`config.mk`:
```
export PLATFORM = sky130hd
export DESIGN_NAME = modred_final_corr
export DESIGN_NICKNAME = d
export VERILOG_FILES = /design/src/rtl/modred_pkg.sv /design/src/rtl/modred_out_fifo.sv /design/src/rtl/modred_final_corr.sv
export SDC_FILE = /design/constraint.sdc
export NUM_CORES = 1
export LEC_CHECK = 0
export BUFFER_PORTS_ARGS = -buffer_cell sky130_fd_sc_hd__buf_2
export CAP_MARGIN = 10
export CORE_MARGIN = 2
export CORE_UTILIZATION = 40
export DETAILED_ROUTE_END_ITERATION = 8
export MAX_ROUTING_LAYER = met4
export PLACE_DENSITY = 0.64
export SLEW_MARGIN = 10
export SYNTH_ARGS = -nofsm -noshare
export SYNTH_HDL_FRONTEND = slang
export SYNTH_HIERARCHICAL = 1
export SYNTH_SLANG_ARGS = --single-unit
```
`constraint.sdc`:
```
create_clock -name clk -period 6.5 [get_ports clk]
set_clock_uncertainty 0.05 [all_clocks]
set_input_delay 0.325 -clock clk [delete_from_list [all_inputs] [get_ports clk]]
set_output_delay 0.325 -clock clk [all_outputs]
set_load 0.03 [all_outputs]
```
`src/rtl/modred_pkg.sv`:
```
// Shared defaults and helpers for the modular-reduction final correction stage.
// Holds width/depth defaults, the almost-full margin and a clog2 helper.
package modred_pkg;

  localparam int DATA_SIZE_ARB_DEF = 32;
  localparam int W_SIZE_DEF        = 32;
  localparam int TAG_W_DEF         = 8;
  localparam int FIFO_DEPTH_DEF    = 4;

  // Two samples can be in flight in stage 1/stage 2 when upstream stops.
  localparam int AF_MARGIN = 2;

  function automatic int clog2(input int n);
    int r;
    r = 0;
    for (int i = 0; i < 31; i++)
      if ((1 << i) < n) r = i + 1;
    return r;
  endfunction

endpackage

```
`src/rtl/modred_out_fifo.sv`:
```
// Show-ahead output FIFO with occupancy count, full flag and sticky overflow.
// Ports: push/push_data in; valid/ready/head out; count, full, overflow status.
module modred_out_fifo
  import modred_pkg::*;
#(
  parameter int W     = 40,
  parameter int DEPTH = 4
) (
  input  logic                  clk,
  input  logic                  reset,
  input  logic                  push,
  input  logic [W-1:0]          push_data,
  output logic                  valid,
  input  logic                  ready,
  output logic [W-1:0]          head,
  output logic [clog2(DEPTH):0] count,
  output logic                  full,
  output logic                  overflow
);

  localparam int PW = clog2(DEPTH);
  localparam int CW = PW + 1;

  logic [W-1:0]  mem [DEPTH];
  logic [PW-1:0] wr_ptr;
  logic [PW-1:0] rd_ptr;
  logic          pop;
  logic          wr;

  assign valid = (count != '0);
  assign full  = (count == CW'(DEPTH));
  assign head  = mem[rd_ptr];
  assign pop   = valid & ready;
  // A simultaneous pop frees the slot, so a push into a full FIFO is kept.
  assign wr    = push & (~full | pop);

  always_ff @(posedge clk or posedge reset) begin
    if (reset) begin
      wr_ptr   <= '0;
      rd_ptr   <= '0;
      count    <= '0;
      overflow <= 1'b0;
      for (int i = 0; i < DEPTH; i++)
        mem[i] <= '0;
    end else begin
      if (wr) begin
        mem[wr_ptr] <= push_data;
        wr_ptr      <= wr_ptr + PW'(1);
      end
      if (pop)
        rd_ptr <= rd_ptr + PW'(1);
      case ({wr, pop})
        2'b10:   count <= count + CW'(1);
        2'b01:   count <= count - CW'(1);
        default: count <= count;
      endcase
      if (push & ~wr)
        overflow <= 1'b1;
    end
  end

endmodule

```
`src/rtl/modred_final_corr.sv`:
```
// Final conditional subtraction: maps C in [0,2q) to [0,q), tag carried along.
// Ports: q, in_*, out_* (show-ahead FIFO), fifo_count, almost_full, overflow;
// range_err is present only when MODRED_RANGE_CHK_EN is defined.
module modred_final_corr
  import modred_pkg::*;
#(
  parameter int DATA_SIZE_ARB = DATA_SIZE_ARB_DEF,
  parameter int IN_W          = DATA_SIZE_ARB + 1,
  parameter int TAG_W         = TAG_W_DEF,
  parameter int FIFO_DEPTH    = FIFO_DEPTH_DEF
) (
  input  logic                       clk,
  input  logic                       reset,
  input  logic [DATA_SIZE_ARB-1:0]   q,
  input  logic                       in_valid,
  input  logic [IN_W-1:0]            in_data,
  input  logic [TAG_W-1:0]           in_tag,
  output logic                       out_valid,
  input  logic                       out_ready,
  output logic [DATA_SIZE_ARB-1:0]   out_data,
  output logic [TAG_W-1:0]           out_tag,
  output logic [clog2(FIFO_DEPTH):0] fifo_count,
  output logic                       almost_full,
  output logic                       overflow
`ifdef MODRED_RANGE_CHK_EN
  ,
  output logic                       range_err
`endif
);

  localparam int CW = clog2(FIFO_DEPTH) + 1;
  localparam logic [CW-1:0] AF_LVL = CW'(FIFO_DEPTH - AF_MARGIN);

  logic                     v1;
  logic [IN_W-1:0]          x1;
  logic [IN_W:0]            d1;
  logic [TAG_W-1:0]         tag1;
  logic                     borrow;
  logic [DATA_SIZE_ARB-1:0] res;
  logic                     unused_bits;
  logic                     unused_full;

  always_ff @(posedge clk or posedge reset) begin
    if (reset) begin
      v1   <= 1'b0;
      x1   <= '0;
      d1   <= '0;
      tag1 <= '0;
    end else begin
      v1 <= in_valid;
      if (in_valid) begin
        x1   <= in_data;
        d1   <= {1'b0, in_data} - (IN_W+1)'(q);
        tag1 <= in_tag;
      end
    end
  end

  // Borrow means C < q, so C is already canonical.
  assign borrow = d1[IN_W];
  assign res    = borrow ? x1[DATA_SIZE_ARB-1:0]
                         : d1[DATA_SIZE_ARB-1:0];

  // Upper bits are zero for legal inputs; only the low word is used.
  assign unused_bits = ^{x1[IN_W-1:DATA_SIZE_ARB],
                         d1[IN_W-1:DATA_SIZE_ARB]};

`ifdef MODRED_RANGE_CHK_EN
  logic rng1;

  always_ff @(posedge clk or posedge reset) begin
    if (reset) begin
      rng1      <= 1'b0;
      range_err <= 1'b0;
    end else begin
      if (in_valid)
        rng1 <= (in_data >= {q, 1'b0});
      if (v1 & rng1)
        range_err <= 1'b1;
    end
  end
`endif

  modred_out_fifo #(
    .W     (DATA_SIZE_ARB + TAG_W),
    .DEPTH (FIFO_DEPTH)
  ) u_fifo (
    .clk       (clk),
    .reset     (reset),
    .push      (v1),
    .push_data ({res, tag1}),
    .valid     (out_valid),
    .ready     (out_ready),
    .head      ({out_data, out_tag}),
    .count     (fifo_count),
    .full      (unused_full),
    .overflow  (overflow)
  );

  assign almost_full = (fifo_count >= AF_LVL);

endmodule

```
; Yosys cells after proc, flatten, opt, wreduce, memory -nomap -nowiden
; Cells that the tools add are included.
[totals]
regBits = 243
[op_classes]
mux = 8
n_addsub = 5
reduce_logical = 3
eq_ne = 3
bitwise = 8
n_lt_le_gt_ge = 4
[ops]
columns = operator, n
row1 = 160-bit bitwise mux, 1
row2 = 40-bit 2-to-1 mux, 3
row3 = 40-bit binary-select mux with 2-bit select, 1
row4 = 40-bit demux with 2-bit select, 1
row5 = 33-bit by 32-bit subtractor with 34-bit output, 1
row6 = 32-bit 2-to-1 mux, 1
row7 = "3-bit greater-or-equal comparator, second input constant", 2
row8 = 2-bit NOT with 3-bit output, 2
row9 = 3-bit one-hot mux with 2 select lines, 1
row10 = "2-bit by 1-bit adder with 2-bit output, second input constant", 2
row11 = "3-bit by 1-bit adder with 3-bit output, second input constant", 1
row12 = 1-bit bitwise AND, 3
row13 = "3-bit == test, second input constant", 1
row14 = "3-bit by 2-bit greater-or-equal comparator with 1-bit output, second input constant", 1
row15 = "3-bit by 1-bit less-than comparator with 1-bit output, second input constant", 1
row16 = 3-bit nonzero test, 1
row17 = "3-bit by 1-bit subtractor with 3-bit output, second input constant", 1
row18 = "2-bit by 1-bit == test with 1-bit output, second input constant", 1
row19 = "2-bit == test, second input constant", 1
row20 = 1-bit NOT, 2
row21 = 2-bit nonzero test, 1
row22 = 1-bit logical AND, 1
row23 = 1-bit OR, 1

; Logic depth before layout (Yosys ltp)
; Gate-level depths: netlist of the first run.
[depth]
word_depth = 6
mapped_depth = 11
mapped_depth_nobuf = 11

; Modules after synthesis
; The synthesis of the first run kept the hierarchy.
[by_module_without_submodules]
columns = module, cells_per_inst, seq_area_each_um2, area_per_inst_um2, instances
row1 = modred_out_fifo, 447, 4204.0, 7487.2, 1
row2 = modred_final_corr, 518, 1851.8, 5099.9, 1

; Least setup slack after synthesis of the first run
; No wires, ideal clock.
[synth_path]
kind = flip-flop to flip-flop
startpoint = register u_fifo.count[1]
endpoint = register u_fifo.count[2]
arrival_ps = 2374
synth_period_minus_slack_ps = 2552
slack_ps = 3948
stages_incl_launch_ff = 8
path_buffers = 0
setup_ps = 128
path_cell_list = dfrtp_1 -> or3_1 -> nand2_1 -> or2_2 -> fa_1 -> or3b_2 -> nand3_1 -> nand3_1
[synth_between]
elab_chain_cells = 6
[synth_lines]
columns = item, line_no
row1 = "start, declared", modred_out_fifo.sv:16  ; output logic [clog2(DEPTH):0] count,
row2 = "start signal, assigned", modred_out_fifo.sv:53  ; 2'b10: count <= count + CW'(1);
row3 = "start signal, assigned", modred_out_fifo.sv:54  ; 2'b01: count <= count - CW'(1);
row4 = "start signal, assigned", modred_out_fifo.sv:55  ; default: count <= count;
row5 = 3-bit nonzero test *, modred_out_fifo.sv:30  ; assign valid = (count != '0);
row6 = named net out_valid, modred_final_corr.sv:18  ; output logic out_valid,
row7 = 1-bit bitwise AND *, modred_out_fifo.sv:33  ; assign pop = valid & ready;
row8 = 1-bit OR, modred_out_fifo.sv:35  ; assign wr = push & (~full | pop);
row9 = 1-bit bitwise AND, modred_out_fifo.sv:35
row10 = 2-bit by 1-bit == test with 1-bit output / 2-bit == test (equally long branches), modred_out_fifo.sv:52  ; case ({wr, pop})
row11 = 3-bit one-hot mux with 2 select lines / 2-bit nonzero test (equally long branches), -
; The timed path passes the listed nets; every way through them passes the cells marked *.
; A chain may end at the register's enable or synchronous reset.

; Final worst setup path of the first run
[layout_path]
startpoint = register u_fifo.rd_ptr[0]
endpoint = output out_data[14]
[layout_between]
elab_chain_cells = 4
[layout_lines]
columns = item, line_no
row1 = "start, declared", modred_out_fifo.sv:26  ; logic [PW-1:0] rd_ptr;
row2 = "start signal, assigned", modred_out_fifo.sv:51  ; rd_ptr <= rd_ptr + PW'(1);
row3 = 2-bit NOT with 3-bit output (implied by the code), modred_out_fifo.sv:32  ; assign head = mem[rd_ptr];
row4 = 40-bit binary-select mux with 2-bit select, modred_out_fifo.sv:32
row5 = 40-bit 2-to-1 mux (implied by the code) (2 in series), modred_out_fifo.sv:32
row6 = "end, declared", modred_final_corr.sv:20  ; output logic [DATA_SIZE_ARB-1:0] out_data,
; Every way passes these cells. The select of a mux whose other input is x is not followed.

==> results of run 1 <==
## layer usage
| metal | vias up | share of wire, % | GRT usage (%) |
|---|---|---|---|
| li1 | 3785 | - | - |
| met5 | - | 0 | - |
| met2 | 164 | 47 | 30.0 |
| met1 | 4106 | 47 | 25.6 |
| met3 | 51 | 3.2 | 2.20 |
| met4 | 0 | 2.8 | 4.91 |
## path summary, 6_finish.rpt
path                                       start          endpoint  slack, ns  depth (start not counted)
max in group asynchronous                  reset  u_fifo/rd_ptr[1]       5.05                          3
worst min register to register   u_fifo/overflow   u_fifo/overflow       0.40                          1
worst max register to register                v1    u_fifo/mem[73]       4.10                          4
worst min-delay path                       reset     u_fifo/mem[2]      -0.03                          2
worst max-delay path            u_fifo/rd_ptr[0]      out_data[14]       3.35                          3
min in group clk                      in_data[7]             x1[7]       0.02                          2
## worst max-delay path: cells and delay by family, from the launching register on
| family | cells | cell delay, ns |
|---|---|---|
| mux | 1 | 0.62 |
| flops | 1 | 0.80 |
| buf+inv | 2 | 0.82 |
## what timing repair did
item	in CTS	in global routing
setup buffers	0	0
hold buffers	23	0
endpoints found under the hold margin	23	0
## final cells by class
cell class / count / area share [%]
sequential: 242 / 41.5
multi-input combinational: 619 / 41.0
timing repair buffer: 155 / 6.29
clock buffer: 43 / 5.81
tap: 396 / 3.39
inverter: 49 / 1.30
clock inverter: 7 / 0.754
## metrics by stage
stage	hold slack (ns)	instance area (um^2)	setup slack (ns)	cells	utilization, %
2_1_floorplan	0.306	12600	1.58	964	-
3_3_place_gp	0.389	13400	3.64	1438	43.6
3_5_place_dp	0.393	13400	3.62	1438	43.6
4_1_cts	0.000364	14600	3.24	1511	47.5
5_1_grt	0.0132	14600	3.14	1511	47.5
6_report	-0.0301	14600	3.35	1511	47.5
## cell usage in the layout (no fill, tap or decap), types with 19 or more instances in the layout
cell type and n:
sky130_fd_sc_hd__mux2_2 247, sky130_fd_sc_hd__ha_1 36, sky130_fd_sc_hd__inv_1 47, sky130_fd_sc_hd__mux4_2 40, sky130_fd_sc_hd__nor2_1 35, sky130_fd_sc_hd__nand2_1 38, sky130_fd_sc_hd__a21oi_1 34, sky130_fd_sc_hd__clkbuf_16 29
sky130_fd_sc_hd__o21ai_0 19, sky130_fd_sc_hd__dfrtp_1 240, sky130_fd_sc_hd__dlygate4sd3_1 23, sky130_fd_sc_hd__buf_2 121
## registers in the layout, summed over array words and instances, names as in the netlist
signal           count
u_fifo/mem         160
d1                  33
x1                  32
tag1                 8
u_fifo/count         3
u_fifo/rd_ptr        2
u_fifo/wr_ptr        2
u_fifo/overflow      1
v1                   1
## power groups by stage
stage | Clock (mW) | Combinational, mW | Sequential, mW
global placement | 0 | 2.79 | 2.48
detailed placement | 0 | 2.82 | 2.51
global route | 1.72 | 3.01 | 2.58
CTS | 1.66 | 2.84 | 2.49
floorplan | 0 | 2.27 | 2.37
finish | 1.62 | 2.79 | 2.48
==> out/results.md, run 1 <==
| Metric | This run | Unit |
|:---|:---|:---|
| Static leakage | 6.40 | nW |
| CP arrival | 2.78 | ns |
| Ports placed on the boundary | 123 | - |
| Number of global-route vias before repair | 8533 | - |
| Final Net Count | 1210 | - |
| Kind of end point of the critical path | output port | - |
| Crit path largest cell delay | 0.80 | ns |
| Maximum capacitance violations | 0 | - |
| H-tree depth reported by CTS | 1 | - |
| Sequential cell fraction of total power | 36.0 | % |
| Critical path type | reg -> out | - |
| RePlAce Congestion | 0.865 | - |
| Headroom to the max-slew limit | 30.8 | % |
| Post-Syn Instances | 964 | - |
| Total via count after detailed routing | 8106 | - |
| Die Y | 181 | um |
| Area added between synthesis and finish | 16.1 | % |
| Number of warnings issued by yosys | 6 | - |
| Clock net sink count | 242 | - |
| # port buffers | 122 | - |
| Setup Total Neg Slack | 0 | ns |
| Clock network latency to the later pin of the worst-skew pair | 0.53 | ns |
| Fraction of power spent switching nets | 35.2 | % |
| Die area | 32900 | um^2 |
| Sum of overflow across all layers after global routing | 0 | - |
| Actual transition at the worst max-transition pin | 1.04 | ns |
| Maximum vdd drop | 0.000282 | V |
| Average routed wire per standard cell | 19.2 | um |
| Synth Net Count | 1079 | - |
| Violated checks | negative hold slack | - |
| Final critical-path share of the clock period | 48.5 | % |
| Register Area | 6060 | um^2 |
| Number of gates resized after cts | 0 | - |
| Status | finished, violations left | - |
| Number of DRC violations after detailed-routing iteration 0 | 380 | - |
| WL final | 29000 | um |
| Ratio of cells with drive above 1 in the final layout | 43.5 | % |
| Largest net degree at the start of global routing | 110 | - |
| Antenna violations before repair | 0 | - |
| Filler Cells Inserted | 2823 | - |
| DR pass1 iterations | 5 | - |
| Total power | 6.89 | mW |
| Tot GR Track Use | 18.8 | % |
| RSZ-0062 raised after global routing | no | - |
| DRC violation count after routing | 0 | - |
| First-pass GRT wire length | 47900 | um |
| Clock transition at path regs | 0.06 | ns |
| Max-slew violation total from the final report | 0 | - |
| Highest achievable clock rate | 317 | MHz |
| Final Hold Vio Count | 24 | - |
| Core Area | 30700 | um^2 |
| Clock tree root driver cell | sky130_fd_sc_hd__clkbuf_16 | - |
| Maximum number of buffers from clock root to sink | 3 | - |
| Combinational share of power | 40.5 | % |
| Required time reported for the critical path endpoint | 6.12 | ns |
| Number of placement rows | 64 | - |
| Power Dens Cells | 471 | nW/um^2 |
| Die span in x | 181 | um |
| Power share of the clock group | 23.5 | % |
| Net Switching | 2.42 | mW |
| Antenna violation net count after detailed routing | 0 | - |
| Worst Hold Class | in -> async | - |
| Critical-path cell list | buf_4 -> mux4_2 -> buf_2 | - |
| Crit-path max FO | 25 | - |
| Area used by multi-input combinational logic | 5990 | um^2 |
| Detail Placement HPWL | 19500 | um |
| Mean Syn Cell Area | 13.1 | um^2 |
| Cell area after technology mapping | 12600 | um^2 |
| Final Critical Period | 3.15 | ns |
| Via count normalized by instance count | 5.36 | - |
| Clock tree from TritonCTS | built | - |
| Num CTS Buffers | 28 | - |
| Worst hold-check slack | -0.0301 | ns |
| Inserted Diodes | 0 | - |
| Starting Density | 40.9 | % |
| Setup crit start kind | flip-flop | - |
| Setup violators final | 0 | - |
| Standard cell with the maximum stage delay on the critical path | sky130_fd_sc_hd__dfrtp_2 | - |
| Design internal power | 4.46 | mW |
(Power assumes the default switching activity.)
==> inputs of run 2 (changes only) <==
PLACE_DENSITY = 0.66   (was 0.64)
clock period = 2.6 ns   (was 6.5 ns; I/O delays follow)
==> run 2 against run 1 <==
Effect of this change:
- largest power group unchanged
- sequential share of layout area shrank 1.7 points
- clock-buffer cell count shrank 5
- non-clock buffer count grew 50
- setup slack lost 3.2 ns
- the run now ends clean
- die area is the same
- critical path type is now in -> reg
==> out/results.md, run 2 (same netlist as run 1, synthesis figures left out) <==
| Metric | This run | Unit | vs previous |
|:---|:---|:---|:---|
| Status | completed | - |  |
| Highest achievable clock rate | 404 | MHz |  |
| RePlAce Congestion | 0.906 | - | +4.8% |
| Ratio of cells with drive above 1 in the final layout | 44.4 | % | +0.92 points |
| Critical path type | in -> reg | - |  |
| Net Switching | 6.17 | mW | +150% |
| Maximum number of buffers from clock root to sink | 3 | - | unchanged |
| Total via count after detailed routing | 8336 | - | +2.8% |
| Most common cell after layout, fill and taps aside | sky130_fd_sc_hd__mux2_2 | - |  |
| Maximum vdd drop | 0.000862 | V | +210% |
| Area added between synthesis and finish | 21.1 | % |  |
| Total power | 17.7 | mW | +160% |
| Clock tree root driver cell | sky130_fd_sc_hd__clkbuf_16 | - |  |
| Clock tree from TritonCTS | built | - |  |
| Final Net Count | 1260 | - | +4.1% |
| Worst hold path startpoint | q[31] | - |  |
| Setup violators final | 0 | - | unchanged |
| Crit-path max FO | 3 | - | -88% |
| Clock net sink count | 242 | - | unchanged |
| Register ranked first by flip-flop count | u_fifo/mem | - |  |
| Static leakage | 6.67 | nW | +4.2% |
| Power Dens Cells | 1160 | nW/um^2 | +150% |
| Core Area | 30700 | um^2 | unchanged |
| Setup crit start kind | primary input | - |  |
| Core utilization of the finished layout | 49.6 | % | +2.1 points |
| Tot GR Track Use | 18.6 | % | -0.16 points |
| Clock network latency to the later pin of the worst-skew pair | 0.54 | ns | about the same |
| Final Critical Period | 2.47 | ns |  |
| CP arrival | 2.84 | ns | +0.06 ns |
| Num CTS Buffers | 28 | - | unchanged |
| Starting Density | 40.9 | % | unchanged |
| Largest registers | u_fifo/mem x160, d1 x33, x1 x32 | - |  |
| DRC violation count after routing | 0 | - | unchanged |
| Power share of the clock group | 24.3 | % | +0.8 points |
| Headroom to the max-slew limit | 49.8 | % | +19 points |
| Antenna violations before repair | 0 | - | unchanged |
| Largest net degree at the start of global routing | 113 | - | +2.7% |
| Worst Hold Class | in -> reg | - |  |
| Number of placement rows | 64 | - | unchanged |
| Final Hold Vio Count | 0 | - | -100% |
| First-pass GRT wire length | 47800 | um | -0.29% |
| Clock transition at path regs | 0.06 | ns | about the same |
| Worst Setup SP | in_data[1] | - |  |
| Die area | 32900 | um^2 | unchanged |
| Max-slew violation total from the final report | 0 | - | unchanged |
| Maximum capacitance violations | 0 | - | unchanged |
| Final critical-path share of the clock period | 95.1 | % |  |
| Actual transition at the worst max-transition pin | 0.752 | ns | -0.286 ns |
| Antenna violation net count after detailed routing | 0 | - | unchanged |
| Die Y | 181 | um | unchanged |
| Required time reported for the critical path endpoint | 2.97 | ns | -3.15 ns |
| H-tree depth reported by CTS | 1 | - | unchanged |
| Die span in x | 181 | um | unchanged |
| Ports placed on the boundary | 123 | - | unchanged |
| Number of global-route vias before repair | 8763 | - | +2.7% |
| Max FFs per register | 160 | - | unchanged |
| Sequential cell fraction of total power | 34.7 | % | -1.3 points |
| Design internal power | 11.5 | mW | +160% |
| Highest-count cells in the layout ignoring fill and taps | 247 x sky130_fd_sc_hd__mux2_2, 240 x sky130_fd_sc_hd__dfrtp_1, 121 x sky130_fd_sc_hd__buf_2 | - |  |
| Fraction of power spent switching nets | 34.8 | % | -0.37 points |
| Sum of overflow across all layers after global routing | 0 | - | unchanged |
| Kind of end point of the critical path | flip-flop | - |  |
| Combinational share of power | 41.1 | % | +0.6 points |
| Via count normalized by instance count | 5.34 | - | -0.39% |
| # port buffers | 122 | - | unchanged |
| Average routed wire per standard cell | 18.8 | um | -2.0% |
| Detail Placement HPWL | 20300 | um | +3.9% |
| Number of DRC violations after detailed-routing iteration 0 | 402 | - | +5.8% |
| DR pass1 iterations | 5 | - | unchanged |
| Startpoint of the worst register-to-register path | u_fifo/count[1] | - |  |
| Inserted Diodes | 0 | - | unchanged |
| WL final | 29400 | um | +1.2% |
-- run 2: per-layer routing --
layer | part of all wire (%) | GRT usage (%)
met1 | 46 | 24.6
met3 | 3.3 | 2.28
met5 | 0 | -
met4 | 2.2 | 4.42
met2 | 49 | 30.8
-- run 2: area by class of cell --
cell class | instances | area (um^2)
timing repair buffer | 205 | 1450
fill | 2773 | 15500
multi-input combinational | 619 | 6030
sequential | 242 | 6060
clock inverter | 11 | 211
inverter | 49 | 189
clock buffer | 38 | 800
tap | 396 | 495
-- run 2: worst paths after layout --
path | end | slack, ns | cells past startpoint
setup / recovery | d1[33] | 0.13 | 10
hold reg to reg | u_fifo/overflow | 0.42 | 1
max in group asynchronous | u_fifo/rd_ptr[0] | 1.54 | 4
min in group asynchronous | x1[8] | 0.14 | 3
hold / removal | d1[33] | 0.11 | 6
setup reg to reg | u_fifo/count[2] | 0.29 | 7
-- run 2: stage by stage --
step	setup TNS [ns]	instances	setup slack [ns]	cell area, um^2	hold WS, ns
finish	0	1560	0.127	15200	0.114
global route	-0.0174	1560	-0.00930	15200	0.162
global placement	0	1458	0.0773	13700	0.138
floorplan	0	964	0.0482	12600	0.111
CTS	0	1559	0.0344	15200	0.0971
detailed placement	0	1458	0.0669	13700	0.134
-- run 2: timing repair --
item,CTS,global route
hold buffers,52,0
setup endpoints to repair,0,11
resized for setup,0,12
hold endpoints to repair,241,0
setup buffers,0,1
-- run 2: power groups by stage --
stage                     registers, mW  clock network [mW]  logic (mW)
final                              6.15                4.30        7.27
after global routing               6.35                4.54        7.78
after CTS                          6.15                4.38        7.36
after detailed placement           6.20                   0        7.27
after global placement             6.11                   0        7.15
after floorplan                    5.91                   0        5.68
-- run 2: critical path, stage by stage --
cell and delay (ns):
sky130_fd_sc_hd__dlygate4sd3_1 0.56, sky130_fd_sc_hd__buf_2 0.16, sky130_fd_sc_hd__ha_1 0.26, sky130_fd_sc_hd__nor2b_2 0.18, sky130_fd_sc_hd__o2111ai_2 0.15, sky130_fd_sc_hd__nand4_1 0.25, sky130_fd_sc_hd__a21oi_2 0.12, sky130_fd_sc_hd__or4_4 0.58
sky130_fd_sc_hd__a2111oi_2 0.36, sky130_fd_sc_hd__o2bb2ai_1 0.09
